File: src/rtl/dmem_axil_bridge.sv
// ---------------------------------------------------------------------------
// dmem_axil_bridge
//
// Purpose:
//   Bridges the CPU core's single-word data-memory port onto an AXI4-Lite
//   master. Each load or store from the core becomes exactly one AXI4-Lite
//   transaction. Only one transaction is outstanding at a time. The pipeline
//   is stalled until the transaction has completed.
//
// Ports:
//   clk, rst_n          system clock, asynchronous active-low reset
//   dmem_addr_i         core byte address (latched when a request is accepted)
//   dmem_wen_i          core store request (has priority over a load)
//   dmem_write_data_i   store data (latched together with the address)
//   dmem_ren_i          core load request
//   dmem_read_data_o    last completed load data (held until the next load)
//   stall_o             pipeline hold; low only when no access is pending
//   resp_err_o          one-cycle pulse in DONE when BRESP/RRESP != OKAY
//   m_aw* / m_w* / m_b* AXI4-Lite write address, write data, write response
//   m_ar* / m_r*        AXI4-Lite read address, read data
// ---------------------------------------------------------------------------
module dmem_axil_bridge #(
  parameter int ADDR_W = 32,
  // DATA_W must be 32: the write strobe is fixed at four byte lanes.
  parameter int DATA_W = 32
) (
  input  logic              clk,
  input  logic              rst_n,

  input  logic [ADDR_W-1:0] dmem_addr_i,
  input  logic              dmem_wen_i,
  input  logic [DATA_W-1:0] dmem_write_data_i,
  input  logic              dmem_ren_i,
  output logic [DATA_W-1:0] dmem_read_data_o,
  output logic              stall_o,
  output logic              resp_err_o,

  output logic [ADDR_W-1:0] m_awaddr,
  output logic              m_awvalid,
  input  logic              m_awready,

  output logic [DATA_W-1:0] m_wdata,
  output logic [3:0]        m_wstrb,
  output logic              m_wvalid,
  input  logic              m_wready,

  input  logic [1:0]        m_bresp,
  input  logic              m_bvalid,
  output logic              m_bready,

  output logic [ADDR_W-1:0] m_araddr,
  output logic              m_arvalid,
  input  logic              m_arready,

  input  logic [DATA_W-1:0] m_rdata,
  input  logic [1:0]        m_rresp,
  input  logic              m_rvalid,
  output logic              m_rready
);

  typedef enum logic [2:0] {
    S_IDLE,
    S_WRITE,
    S_WRESP,
    S_READ,
    S_RDATA,
    S_DONE
  } state_e;

  state_e            state_q, state_d;
  logic [ADDR_W-1:0] addr_q, addr_d;
  logic [DATA_W-1:0] wdata_q, wdata_d;
  logic [DATA_W-1:0] rdata_q, rdata_d;
  logic [1:0]        resp_q, resp_d;
  logic              awvalid_q, awvalid_d;
  logic              wvalid_q, wvalid_d;
  logic              arvalid_q, arvalid_d;
  logic              bready_q, bready_d;
  logic              rready_q, rready_d;

  // AW/W completion: either the handshake already happened (valid dropped)
  // or it is happening in this cycle.
  logic              aw_done, w_done;

  // Next-state and registered-output logic. Every valid/ready leaving the
  // bridge comes straight from a flop, so the AXI side sees no glitches.
  always_comb begin
    state_d   = state_q;
    addr_d    = addr_q;
    wdata_d   = wdata_q;
    rdata_d   = rdata_q;
    resp_d    = resp_q;
    awvalid_d = awvalid_q;
    wvalid_d  = wvalid_q;
    arvalid_d = arvalid_q;
    bready_d  = bready_q;
    rready_d  = rready_q;
    aw_done   = 1'b0;
    w_done    = 1'b0;

    case (state_q)
      S_IDLE: begin
        // A store wins over a simultaneous load; the load is simply dropped.
        if (dmem_wen_i) begin
          addr_d    = dmem_addr_i;
          wdata_d   = dmem_write_data_i;
          awvalid_d = 1'b1;
          wvalid_d  = 1'b1;
          state_d   = S_WRITE;
        end else if (dmem_ren_i) begin
          addr_d    = dmem_addr_i;
          arvalid_d = 1'b1;
          state_d   = S_READ;
        end
      end

      S_WRITE: begin
        // AW and W are independent channels; each valid is released right
        // after its own handshake and the other one keeps waiting.
        aw_done = !awvalid_q || m_awready;
        w_done  = !wvalid_q  || m_wready;
        if (awvalid_q && m_awready) begin
          awvalid_d = 1'b0;
        end
        if (wvalid_q && m_wready) begin
          wvalid_d = 1'b0;
        end
        if (aw_done && w_done) begin
          bready_d = 1'b1;
          state_d  = S_WRESP;
        end
      end

      S_WRESP: begin
        if (m_bvalid) begin
          resp_d   = m_bresp;
          bready_d = 1'b0;
          state_d  = S_DONE;
        end
      end

      S_READ: begin
        if (m_arready) begin
          arvalid_d = 1'b0;
          rready_d  = 1'b1;
          state_d   = S_RDATA;
        end
      end

      S_RDATA: begin
        if (m_rvalid) begin
          rdata_d  = m_rdata;
          resp_d   = m_rresp;
          rready_d = 1'b0;
          state_d  = S_DONE;
        end
      end

      S_DONE: begin
        // Single release cycle: stall is low here, so the core advances and
        // its request inputs are not looked at until we are back in IDLE.
        state_d = S_IDLE;
      end

      default: begin
        state_d = S_IDLE;
      end
    endcase
  end

  // State and datapath registers. Reset abandons any transaction in flight:
  // all valids/readies drop at once and no response is consumed later.
  always_ff @(posedge clk or negedge rst_n) begin
    if (!rst_n) begin
      state_q   <= S_IDLE;
      addr_q    <= '0;
      wdata_q   <= '0;
      rdata_q   <= '0;
      resp_q    <= 2'b00;
      awvalid_q <= 1'b0;
      wvalid_q  <= 1'b0;
      arvalid_q <= 1'b0;
      bready_q  <= 1'b0;
      rready_q  <= 1'b0;
    end else begin
      state_q   <= state_d;
      addr_q    <= addr_d;
      wdata_q   <= wdata_d;
      rdata_q   <= rdata_d;
      resp_q    <= resp_d;
      awvalid_q <= awvalid_d;
      wvalid_q  <= wvalid_d;
      arvalid_q <= arvalid_d;
      bready_q  <= bready_d;
      rready_q  <= rready_d;
    end
  end

  // Stall is raised combinationally in IDLE so the core holds the request
  // in the very cycle it is presented.
  assign stall_o = ((state_q == S_IDLE) && (dmem_wen_i || dmem_ren_i)) ||
                   (state_q == S_WRITE) || (state_q == S_WRESP) ||
                   (state_q == S_READ)  || (state_q == S_RDATA);

  assign resp_err_o       = (state_q == S_DONE) && (resp_q != 2'b00);
  assign dmem_read_data_o = rdata_q;

  assign m_awaddr  = addr_q;
  assign m_awvalid = awvalid_q;
  assign m_wdata   = wdata_q;
  assign m_wstrb   = 4'b1111;
  assign m_wvalid  = wvalid_q;
  assign m_bready  = bready_q;
  assign m_araddr  = addr_q;
  assign m_arvalid = arvalid_q;
  assign m_rready  = rready_q;

endmodule
File: config.mk
export PLATFORM = sky130hd
export DESIGN_NAME = dmem_axil_bridge
export DESIGN_NICKNAME = d
export VERILOG_FILES = /design/src/rtl/dmem_axil_bridge.sv
export SDC_FILE = /design/constraint.sdc
export NUM_CORES = 1
export LEC_CHECK = 0
export ABC_AREA = 1
export CORE_ASPECT_RATIO = 0.5
export CORE_UTILIZATION = 40
export DETAILED_ROUTE_END_ITERATION = 8
export PLACE_DENSITY = 0.88
export SLEW_MARGIN = 20
export SYNTH_ARGS = -nofsm -noshare
export SYNTH_HDL_FRONTEND = slang
export SYNTH_SLANG_ARGS = --single-unit
File: constraint.sdc
create_clock -name clk -period 1.69 [get_ports clk]
set_input_delay 0.169 -clock clk [delete_from_list [all_inputs] [get_ports clk]]
set_output_delay 0.169 -clock clk [all_outputs]
set_load 0.01 [all_outputs]
==> key figures <==
Floorplanning
  • Cell Rows: 27
  • I/O pins: ~250
  • Core Area: approximately 11000 um2
  • Die X: 155 um
  • Die Area: 12100 um2
  • Initial core utilization: a little over two fifths
  • Die extent in y: 78.4 um

Timing
  • # setup viols final: 0
  • Hold Violations, Final: 0
  • Final period util: around nine tenths
  • Fin Setup TNS: 0 ns
  • Tmin final: roughly 1.5 ns
  • Fmax: 661 MHz
  • Layout Skew: 0.00844 ns
  • RSZ-0062 raised after global routing: false
  • Max-slew violations: 0

Run status
  • Status: finished, final reports clean

Power
  • Combinational Power Share: between 50% and 60%
  • Switching power share of the total: ~37%
  • Internal: ~8.4 mW
  • Clk network pwr share: between 10% and 20%
  • Total power: 13.3 mW
  • P_sw: 4.92 mW
  • Pwr Density: around 1800 nW/um2
  • Leakage: roughly 3.6 nW
  • Sequential share of power: roughly a third
  • Worst VDD drop: between 0.7 and 0.8 mV

Synthesis
  • Mapped Cells: about 540
  • Post-synthesis xor/xnor area fraction: 0%
  • Synth Cell Area: about 4700 um2
  • Simple-gate area share of the yosys netlist: 26.1%
  • Post-synthesis mux area share: 0%
  • Synth Area in Compound Gates: around 4.7%
  • Distinct cells, synth: 22
  • Synthesized flop and latch total: around 110
  • Adder-cell share of the synthesized area: 0%
  • Sequential share of the synthesized area: around 57%
  • Synth Warn #: 0
  • Main combinational cell family by area after synthesis: simple AND/OR/NAND/NOR gates
  • Synthesized area per cell: 8.59 um2

Cells and area
  • Fillers: between 800 and 900
  • Fin nets: 863
  • Antenna cells: 0
  • Register area: 2660 um2
  • Final core occ: roughly 66%
  • Synth-to-layout area growth: 58.2%
  • Layout cell share with drive strength beyond 1: approximately 6.7%
  • Footprint of the multi-input gates: between 1000 and 1500 um2

Critical path
  • Critical path buffers and inverters: 1
  • R2R depth: 8
  • Crit path max fanout: 3
  • Slowest cell delay on critical path: slightly below 0.6 ns
  • Crit-path leading delay family: buffers and inverters
  • CP Capture Type: primary output
  • Critical path required time: 1.52 ns
  • Slowest-stage cell, CP: clkdlybuf4s50_1
  • Critical path startpoint category: register
  • CP Class: reg2out
  • Levels on crit path: 1
  • CP cell instances: clkdlybuf4s50_1
  • WP data arrival: 1.34 ns

Global route
  • Vias in the first global route: approximately 4200
  • Global Route met3 Usage: 5.91%
  • Antenna violations before repair: 0
  • Global routing's busiest layer: met2
  • Global Route Usage Sum: a little over a fifth
  • GRT met2 Usage: about two fifths
  • First-pass GRT wire length: 20500 um
  • M1 GR Usage: approximately 24%
  • GRT overflow: 0
  • Pin count of the biggest net entering global routing: between 60 and 70

Run
  • Count of max-cap constraint violations: 0

Clock tree
  • CTS tree: done
  • Clk Latency, worst-skew pair: between 0.3 and 0.4 ns
  • Root buffer cell: clkbuf_16
  • CTS Sinks: approximately 110
  • Max Buffers Root-to-Sink: 2
  • CTS H-tree depth: 3
  • Total CTS buffers: 9
  • Clock transition at path regs: 0.08 ns

Routing
  • Routed WL: ~13000 um
  • Initial DRC Count: approximately 190
  • Average wire per cell in the routed design: roughly 14 um
  • Avg Vias per Cell: between 4 and 5
  • DR vias: between 4000 and 5000
  • Final ANT Viol Nets: 0
  • 1st-pass router iterations: 4
  • DRC violations left: 0

Placement
  • GP Congestion: slightly below 0.9
  • DP Wirelength: roughly 9300 um
  • Port buffer count: about 240

Min path
  • HP Class: in2async
==> cell type report <==
type | count | area share (%)
Inverter | 46 | 2.40
Timing Repair Buffer | 259 | 35.3
Multi-Input combinational cell | 332 | 19.8
Sequential cell | 106 | 35.9
Clock buffer | 9 | 3.05
Clock inverter | 7 | 0.914
Tap cell | 159 | 2.69
==> power by group through the flow <==
| stage | Clock [mW] | Combinational (mW) | Sequential [mW] |
|---|---|---|---|
| global route | 2.24 | 7.32 | 4.68 |
| detailed placement | 0 | 6.73 | 4.56 |
| global placement | 0 | 6.53 | 4.52 |
| finish | 2.07 | 6.71 | 4.53 |
| floorplan | 0 | 2.80 | 4.99 |
| CTS | 2.14 | 6.77 | 4.53 |
==> layout by cell type, fill, tap and decap left out, types with 2 or more instances in the layout <==
master and count:
a21oi_1 2, buf_12 5, buf_4 11, clkbuf_16 9, clkdlybuf4s50_1 240, conb_1 4
dfrtp_1 104, dfrtp_2 2, inv_1 43, inv_4 2, inv_6 3, inv_8 3
nand2_1 197, nand2_2 5, nand2_4 2, nand3_1 71, nand3_2 2, nor2_1 6
nor2_2 2, o21ai_0 5, o21ai_1 32
==> sequential cells by signal, indices dropped and copies added (netlist names) <==
name and cells:
dmem_read_data_o 32, m_arvalid 1, m_rready 1, m_wdata 32, resp_q 2, m_wvalid 1
m_araddr 32, m_bready 1, state_q 3, m_awvalid 1
==> logic make-up (layout without fill, tap and decap cells) <==
group / after synthesis / in the layout
buffers and inverters: 109 / 321
and+or+nand+nor: 287 / 287
AOI/OAI and AO/OA: 41 / 41
other: 1 / 4
DFF: 106 / 106
==> final timing paths <==
path,end,slack [ns],from
setup reg to reg,dmem_read_data_o[19],0.19,state_q[0]
min in group clk,m_araddr[13],0.36,dmem_addr_i[13]
hold / removal,m_wdata[23],0.30,rst_n
max in group asynchronous,state_q[1],0.79,rst_n
setup / recovery,m_araddr[11],0.18,m_araddr[11]
hold reg to reg,m_wdata[23],0.47,m_wdata[23]
==> cell usage after synthesis <==
cell / count / area, um2
inv_1: 43 / 161
inv_4: 1 / 6.26
nand2_2: 6 / 37.5
nand2_4: 1 / 11.3
conb_1: 1 / 3.75
nor2_1: 7 / 26.3
nor3_1: 1 / 5.00
o21ai_1: 32 / 160
nand2_1: 197 / 739
nor2_8: 1 / 20.0
nor2_2: 1 / 6.26
dfrtp_1: 106 / 2650
nand3_1: 71 / 355
o21ai_0: 5 / 25.0
buf_2: 16 / 80.1
o21a_1: 1 / 7.51
buf_4: 39 / 293
nand3_2: 2 / 20.0
a21oi_1: 2 / 10.0
inv_2: 2 / 7.51
o21ai_4: 1 / 16.3
clkbuf_1: 8 / 30.0
==> metrics by stage <==
| step | setup slack, ns | instances | hold slack (ns) | area [um2] |
|---|---|---|---|---|
| global placement | 0.0197 | 900 | 0.139 | 7080 |
| finish | 0.176 | 918 | 0.298 | 7400 |
| floorplan | 0.379 | 547 | -0.127 | 4690 |
| CTS | 0.00559 | 918 | 0.303 | 7390 |
| global route | 0.0619 | 918 | 0.344 | 7400 |
| detailed placement | 0.00818 | 900 | 0.144 | 7080 |
==> what timing repair did <==
item / in CTS / in global routing
hold buffers: 1 / 0
pin swaps: 0 / 0
endpoints found under the setup margin: 2 / 33
gates resized for setup: 3 / 6
endpoints found under the hold margin: 30 / 0
buffers inserted: 1 / 0
==> layer usage <==
layer / vias to the layer above / share of wire (%)
met3: 32 / 4.6
met5: - / 0
met1: 1964 / 40
met4: 0 / 3.1
li1: 2083 / -
met2: 122 / 52
Note: power is estimated with default switching activity, not from simulation.
